File: src/rtl/lcd_scroll_ctrl.sv
// Scroll sequencer for a 2x16 LCD. It owns the two 128-bit row buffers and rotates them on a divided tick.
// Define LCD_SCROLL_STEP_EN to add a btn_step input that single-steps the rows while paused.
module lcd_scroll_ctrl #(
    parameter int           TICK_CYCLES = 100_000_000,
    parameter int           CNT_W       = 27,
    parameter logic [127:0] INIT_A      = "ABCDEFGHIJKLMNOP",
    parameter logic [127:0] INIT_B      = "QRSTUVWXYZABCDEF"
) (
    input  logic         clk,
    input  logic         reset,
    input  logic         btn_toggle,
    input  logic         btn_dir,
    input  logic         btn_speed,
    input  logic         btn_clear,
`ifdef LCD_SCROLL_STEP_EN
    input  logic         btn_step,
`endif
    output logic [127:0] row_A,
    output logic [127:0] row_B,
    output logic         running,
    output logic         dir,
    output logic [1:0]   speed_lvl,
    output logic         update
);

    typedef enum logic [1:0] {
        ST_IDLE  = 2'd0,
        ST_RUN   = 2'd1,
        ST_PAUSE = 2'd2
    } state_t;

    localparam logic [CNT_W-1:0] PM1_L0 = CNT_W'(TICK_CYCLES - 1);
    localparam logic [CNT_W-1:0] PM1_L1 = CNT_W'((TICK_CYCLES >> 1) - 1);
    localparam logic [CNT_W-1:0] PM1_L2 = CNT_W'((TICK_CYCLES >> 2) - 1);

    state_t             state_q, state_d;
    logic [CNT_W-1:0]   cnt_q, cnt_d;
    logic [127:0]       row_a_q, row_a_d;
    logic [127:0]       row_b_q, row_b_d;
    logic               running_q, running_d;
    logic               dir_q, dir_d;
    logic [1:0]         speed_q, speed_d;
    logic               update_q, update_d;
    logic               do_shift;
    logic [CNT_W-1:0]   period_m1;

    always_comb begin
        case (speed_q)
            2'd1:    period_m1 = PM1_L1;
            2'd2:    period_m1 = PM1_L2;
            default: period_m1 = PM1_L0;
        endcase
    end

    always_comb begin
        state_d  = state_q;
        cnt_d    = cnt_q;
        row_a_d  = row_a_q;
        row_b_d  = row_b_q;
        update_d = 1'b0;
        do_shift = 1'b0;
        dir_d    = dir_q ^ btn_dir;
        speed_d  = speed_q;
        if (btn_speed) begin
            speed_d = (speed_q == 2'd2) ? 2'd0 : speed_q + 2'd1;
        end

        // Clear beats toggle beats tick; dir/speed still update alongside clear.
        if (btn_clear) begin
            state_d  = ST_IDLE;
            cnt_d    = '0;
            row_a_d  = INIT_A;
            row_b_d  = INIT_B;
            update_d = 1'b1;
        end else begin
            case (state_q)
                ST_IDLE: begin
                    if (btn_toggle) begin
                        state_d = ST_RUN;
                        cnt_d   = '0;
                    end
                end
                ST_RUN: begin
                    if (btn_toggle) begin
                        state_d = ST_PAUSE;
                    end else if (cnt_q >= period_m1) begin
                        cnt_d    = '0;
                        do_shift = 1'b1;
                    end else begin
                        cnt_d = cnt_q + CNT_W'(1);
                    end
                end
                ST_PAUSE: begin
                    if (btn_toggle) begin
                        state_d = ST_RUN;
                    end
`ifdef LCD_SCROLL_STEP_EN
                    else if (btn_step) begin
                        do_shift = 1'b1;
                    end
`endif
                end
                default: state_d = ST_IDLE;
            endcase
        end

        // The shift uses the pre-toggle direction when btn_dir arrives on the same edge.
        if (do_shift) begin
            update_d = 1'b1;
            if (!dir_q) begin
                row_a_d = {row_a_q[119:0], row_a_q[127:120]};
                row_b_d = {row_b_q[7:0], row_b_q[127:8]};
            end else begin
                row_a_d = {row_a_q[7:0], row_a_q[127:8]};
                row_b_d = {row_b_q[119:0], row_b_q[127:120]};
            end
        end

        running_d = (state_d == ST_RUN);
    end

    always_ff @(posedge clk or posedge reset) begin
        if (reset) begin
            state_q   <= ST_IDLE;
            cnt_q     <= '0;
            row_a_q   <= INIT_A;
            row_b_q   <= INIT_B;
            running_q <= 1'b0;
            dir_q     <= 1'b0;
            speed_q   <= 2'd0;
            update_q  <= 1'b0;
        end else begin
            state_q   <= state_d;
            cnt_q     <= cnt_d;
            row_a_q   <= row_a_d;
            row_b_q   <= row_b_d;
            running_q <= running_d;
            dir_q     <= dir_d;
            speed_q   <= speed_d;
            update_q  <= update_d;
        end
    end

    assign row_A     = row_a_q;
    assign row_B     = row_b_q;
    assign running   = running_q;
    assign dir       = dir_q;
    assign speed_lvl = speed_q;
    assign update    = update_q;

endmodule

File: config.mk
export PLATFORM = sky130hd
export DESIGN_NAME = lcd_scroll_ctrl
export DESIGN_NICKNAME = d
export VERILOG_FILES = /design/src/rtl/lcd_scroll_ctrl.sv
export SDC_FILE = /design/constraint.sdc
export NUM_CORES = 1
export LEC_CHECK = 0
export ABC_AREA = 0
export BUFFER_PORTS_ARGS = -buffer_cell sky130_fd_sc_hd__buf_2
export CAP_MARGIN = 10
export CORE_ASPECT_RATIO = 1.1
export CORE_MARGIN = 5
export CORE_UTILIZATION = 55
export CTS_BUF_LIST = sky130_fd_sc_hd__clkbuf_8
export DETAILED_ROUTE_END_ITERATION = 6
export HOLD_SLACK_MARGIN = 0.1
export PLACE_DENSITY = 0.81
export SYNTH_ARGS = -nofsm -noshare
export SYNTH_HDL_FRONTEND = slang
export SYNTH_SLANG_ARGS = --single-unit
File: constraint.sdc
create_clock -name clk -period 22.8 [get_ports clk]
set_clock_uncertainty 0.2 [all_clocks]
set_input_delay 1.14 -clock clk [delete_from_list [all_inputs] [get_ports clk]]
set_output_delay 1.14 -clock clk [all_outputs]
set_load 0.01 [all_outputs]
Word level (Yosys, flattened, before mapping)
Cells that the tools add are included.
{ "totals": {"reg_bits": 290, "in_bits": 6, "elab_cells": 47} }
{ "op_classes": {"addsub": 2, "order_cmp": 1, "n_eq_ne": 7, "mux": 23, "bitwise": 1, "n_reduce_logical": 5} }
{ "op_table": {"columns": ["op", "count"], "rows": [
  ["128-bit two-way mux", 6],
  ["27-bit two-way mux", 4],
  ["27-bit case mux with 2 select lines", 2],
  ["27-bit by 1-bit adder with 27-bit output, second input constant", 1],
  ["27-bit greater-or-equal comparator", 1],
  ["2-bit two-way mux", 4],
  ["2-bit by 1-bit == test with 1-bit output, second input constant", 3],
  ["1-bit two-way mux", 6],
  ["3-bit inequality test, second input constant", 2],
  ["2-bit == test, second input constant", 2],
  ["2-bit case mux with 2 select lines", 1],
  ["3-bit AND reduction", 1],
  ["3-bit nonzero test", 1],
  ["2-bit by 1-bit adder with 2-bit output, second input constant", 1],
  ["2-bit zero test", 1],
  ["2-bit nonzero test", 1],
  ["2-bit OR reduction", 1],
  ["1-bit bitwise XOR", 1]
]} }

Depth between registers and ports, before layout
{ "depth": {"depth_word": 8, "ltp_mapped": 14, "depth_no_buf": 12} }

Worst setup path after synthesis
No wires, ideal clock.
{ "synth_timing": {"path_type": "register to register", "start": "register speed_q[0], in the netlist speed_lvl[0]", "end": "register row_b_q[72], in the netlist row_B[72]", "arrival_ps": 2744, "path_slack_ps": 19781, "stages_incl_launch_ff": 15, "path_buffers": 3, "synth_period_minus_slack_ps": 3019, "path_cell_list": "dfrtp_1 inv_1 ha_1 buf_4 inv_1 ha_1 nand2_1 a2111oi_0 a211oi_1 o311a_2 o21ba_4 inv_2 buf_8 buf_6 a2bb2oi_1"} }
{ "synth_between": {"elab_chain_cells": 8, "elab_cells_between_ends": 10, "cone_classes": "order compare (1); eq/ne (2); mux (6); reduce/logical (1)"} }
{ "synth_lines": {"columns": ["item", "line", "source"], "rows": [
  ["start: declaration", "42", "logic [1:0] speed_q, speed_d;"],
  ["start signal: assignment", "139", "speed_q <= speed_d;"],
  ["2-bit == test or 2-bit by 1-bit == test with 1-bit output (tied branches)", "48", "case (speed_q)"],
  ["27-bit case mux with 2 select lines *", "48", null],
  ["27-bit greater-or-equal comparator *", "86", "end else if (cnt_q >= period_m1) begin"],
  ["1-bit two-way mux *", "86", null],
  ["1-bit two-way mux *", "84", "if (btn_toggle) begin"],
  ["1-bit two-way mux *", "76", "case (state_q)"],
  ["1-bit two-way mux *", "69", "if (btn_clear) begin"],
  ["128-bit two-way mux or 2-bit nonzero test (tied branches)", null, null],
  ["end signal: assignment", "136", "row_b_q <= row_b_d;"],
  ["end: declaration", "39", "logic [127:0] row_b_q, row_b_d;"]
]} }
Every way passes the cells marked *; elsewhere a longest branch is shown, timed or not.
A chain may end at the register's enable or synchronous reset.

Worst setup path in the final report
{ "layout_timing": {"start": "register speed_q[0], in the netlist speed_lvl[0]", "end": "register row_b_q[22], in the netlist row_B[22]"} }
The elaborated chain is that of the path after synthesis.

==> impl_metrics.py <==
metrics = {
    "pwr": {
        "p_per_area_mw_per_mm2": 79.2,
        "ir_worst_vdd_uv": 98.1,
        "p_total_w": 0.00131,
        "p_leak_nw": 7.77,
    },
    "yosys": {
        "synth-main-ff-cell": "dfrtp_1",
        "synth_edf_count": 0,
        "ys_types": 54,
        "ys_ff_latch": 290,
        "synth_fa_ha_area_frac": 0.00972,
        "async_reset_ff_frac": 1.00,
        "synth_top_area_share": 0.334,
        "ys_warn_count": 0,
        "yosys.area_share.simple": 0.0405,
        "syn_avg_cell_area_um2": 12.8,
        "synth-xor-area-share": 0.00433,
        "synth_compound_area_frac": 0.199,
        "synth_top_family_by_area": "compound AO/OA/AOI/OAI gates",
        "yosysSeqAreaShare": 0.521,
        "syn-cell-area_mm2": 0.0142,
        "syn_nets": 1122,
        "syn_inst": 1105,
        "synth_top_area_cell": "dfrtp_1",
        "muxShareOfSynthArea": 0.182,
        "synthTopCellsByArea": "dfrtp_1 33%, dfstp_2 19%, mux2i_1 18%",
    },
    "routing": {
        "viasPerCell": 6.07,
        "drcViolationCount": 0,
        "ant_nets": 0,
        "avgRoutedWirePerCell_um": 21.1,
        "routed_wl_um": 36200,
        "drt-pass1-iter-count": 5,
        "vias": 10400,
        "drt_iter0_markers": 803,
    },
    "run_status": {
        "status": "finished clean",
    },
    "clock_network": {
        "cts_buffers": 47,
        "clock_path_buffers": 3,
        "hold_buffers": 0,
        "insertion_delay_ps": 560,
        "postCtsSetupBuffers": 0,
        "cts_resized": 0,
        "cts_tree": "done",
        "path_clk_slew_ps": 60,
        "htree_levels": 2,
        "clock_sinks": 290,
        "cts_root_buffer": "clkbuf_8",
    },
    "die": {
        "die_y_um": 178,
        "io_pins": 267,
        "start_util": 0.559,
        "rows": 61,
        "coreArea_mm2": 0.0253,
        "die_x_um": 163,
        "dieArea_mm2": 0.0291,
    },
    "finish": {
        "syn_to_final_growth_pct": 16.7,
        "drive_gt1_frac": 0.353,
        "diodes": 0,
        "layoutNonFillerInstCount": 1715,
        "nNetsFinal": 1347,
    },
    "timing": {
        "min_period_ps": 4680,
        "finalSetupTns_ps": 0,
        "fmax_ghz": 0.214,
        "setup_viol": 0,
        "slew_headroom": 0.243,
        "slew_viol_final": 0,
        "hold_viol": 0,
        "finalCritPeriodShare": 0.205,
        "worst_pin_slew_ps": 1140,
        "rsz0062_at_grt": "false",
    },
    "setup_path": {
        "critical_path_arrival_ps": 4910,
        "required_ps": 23040,
        "start_kind": "flip-flop",
        "path_class": "flip-flop to flip-flop",
        "critPathMaxFanout": 88,
        "cp-end-kind": "flip-flop",
    },
    "grt": {
        "grt_pass1_vias": 10200,
        "grt.overflow.total": 0,
        "antenna_found_initial": 0,
        "grt_max_degree": 152,
        "grt_pass1_wl_um": 56900,
        "grt_usage": 0.239,
    },
    "placement": {
        "hpwl_um": 23400,
        "dp_cells": 1627,
        "io_buffers": 266,
        "place_congestion": 0.843,
    },
    "worst_hold_path": {
        "worstHoldPathType": "flip-flop to flip-flop",
    },
    "run": {
        "cap_violations": 0,
    },
}
-- Yosys cell counts, types with 2 or more instances --
cell type and n:
a2111oi_0 3, a21o_1 2, a21oi_1 10, a221o_1 3, a2bb2oi_1 79, a2bb2oi_2 22, a31oi_1 5, and3_1 6
and4_1 2, buf_1 2, buf_2 34, buf_4 19, buf_6 9, clkbuf_1 35, dfrtp_1 189, dfstp_2 101
ha_1 11, inv_1 10, mux2i_1 258, nand2_1 33, nand2b_1 4, nand3_1 28, nand4_1 8, nor2_1 10
nor3_1 7, nor3b_1 2, o21ai_0 9, o21bai_1 2, o2bb2ai_1 155, o311ai_0 14, or3_1 4, or3b_2 2
xor2_1 6
-- area by class of cell --
class | count | area (µm²)
clock inverters | 24 | 168
clock buffers | 64 | 881
multi-input cells | 704 | 6190
fillers | 1986 | 8810
flip-flops and latches | 290 | 7390
repair buffers | 276 | 1420
inverters | 11 | 51.3
well taps | 346 | 433
-- per-stage QoR --
step	utilization	setup slack, ps	instance area [µm²]	hold WS, ps
floorplan	-	13620	14200	254
global placement	0.611	18430	15500	269
detailed placement	0.611	18210	15500	280
CTS	0.652	18210	16500	290
global route	0.652	17870	16500	304
finish	0.652	18120	16500	293
-- power by group --
part	leakage [nW]	switching, W	internal, W
combinational	3.48	0.000145	0.000136
clock	0.594	0.000211	0.000275
sequential	3.69	0.0000238	0.000519
-- state kept, by name (all words and copies together) (netlist names) --
signal,cells
row_A,128
row_B,128
cnt_q,27
speed_lvl,2
state_q,2
dir,1
running,1
update,1
-- cells by family (layout without fill, tap and decap cells) --
family,count (synthesis),count (layout)
xor+xnor,7,7
compound gates,315,315
mux,258,258
flops,290,290
buf+inv,111,375
fa+ha+maj,11,11
simple gates,113,113
-- metal layers --
layer | GRT usage | share of wire | wire length [µm]
met5 | 0 | 0 | 0
met4 | 0.0797 | 0.032 | 1160
met3 | 0.0502 | 0.068 | 2450
met2 | 0.365 | 0.46 | 16700
met1 | 0.344 | 0.44 | 15900
-- final timing paths --
| kind | start | end | slack [ps] | cells after the start |
|---|---|---|---|---|
| setup / recovery | speed_lvl[0] | row_B[22] | 18120 | 11 |
| hold / removal | cnt_q[21] | cnt_q[21] | 290 | 1 |
| setup reg to reg | speed_lvl[0] | row_B[22] | 18120 | 11 |
| hold reg to reg | cnt_q[21] | cnt_q[21] | 290 | 1 |
| max in group asynchronous | reset | row_B[27] | 19430 | 4 |
| min in group asynchronous | reset | row_A[109] | 600 | 2 |
-- worst max-delay path: stages, from the launching register on --
cell and delay [ps]:
dfrtp_1 390, inv_1 110, ha_1 310, inv_1 130
ha_1 190, nand2_1 80, a2111oi_0 510, a211oi_1 130
o311a_2 480, nor3_2 770, buf_4 930, a2bb2oi_1 210
-- cells in the final DEF, fill, tap and decap left out, drive strengths merged, types with 11 or more instances in the layout --
| cell type | synthesis | layout |
|---|---|---|
| dfstp | 101 | 101 |
| dfrtp | 189 | 189 |
| o311ai | 14 | 14 |
| mux2i | 258 | 258 |
| clkbuf | 35 | 64 |
| a2bb2oi | 101 | 101 |
| inv | 11 | 29 |
| nand2 | 33 | 33 |
| nand3 | 28 | 28 |
| o2bb2ai | 155 | 155 |
| buf | 65 | 276 |
| ha | 11 | 11 |
(Power assumes the default switching activity.)
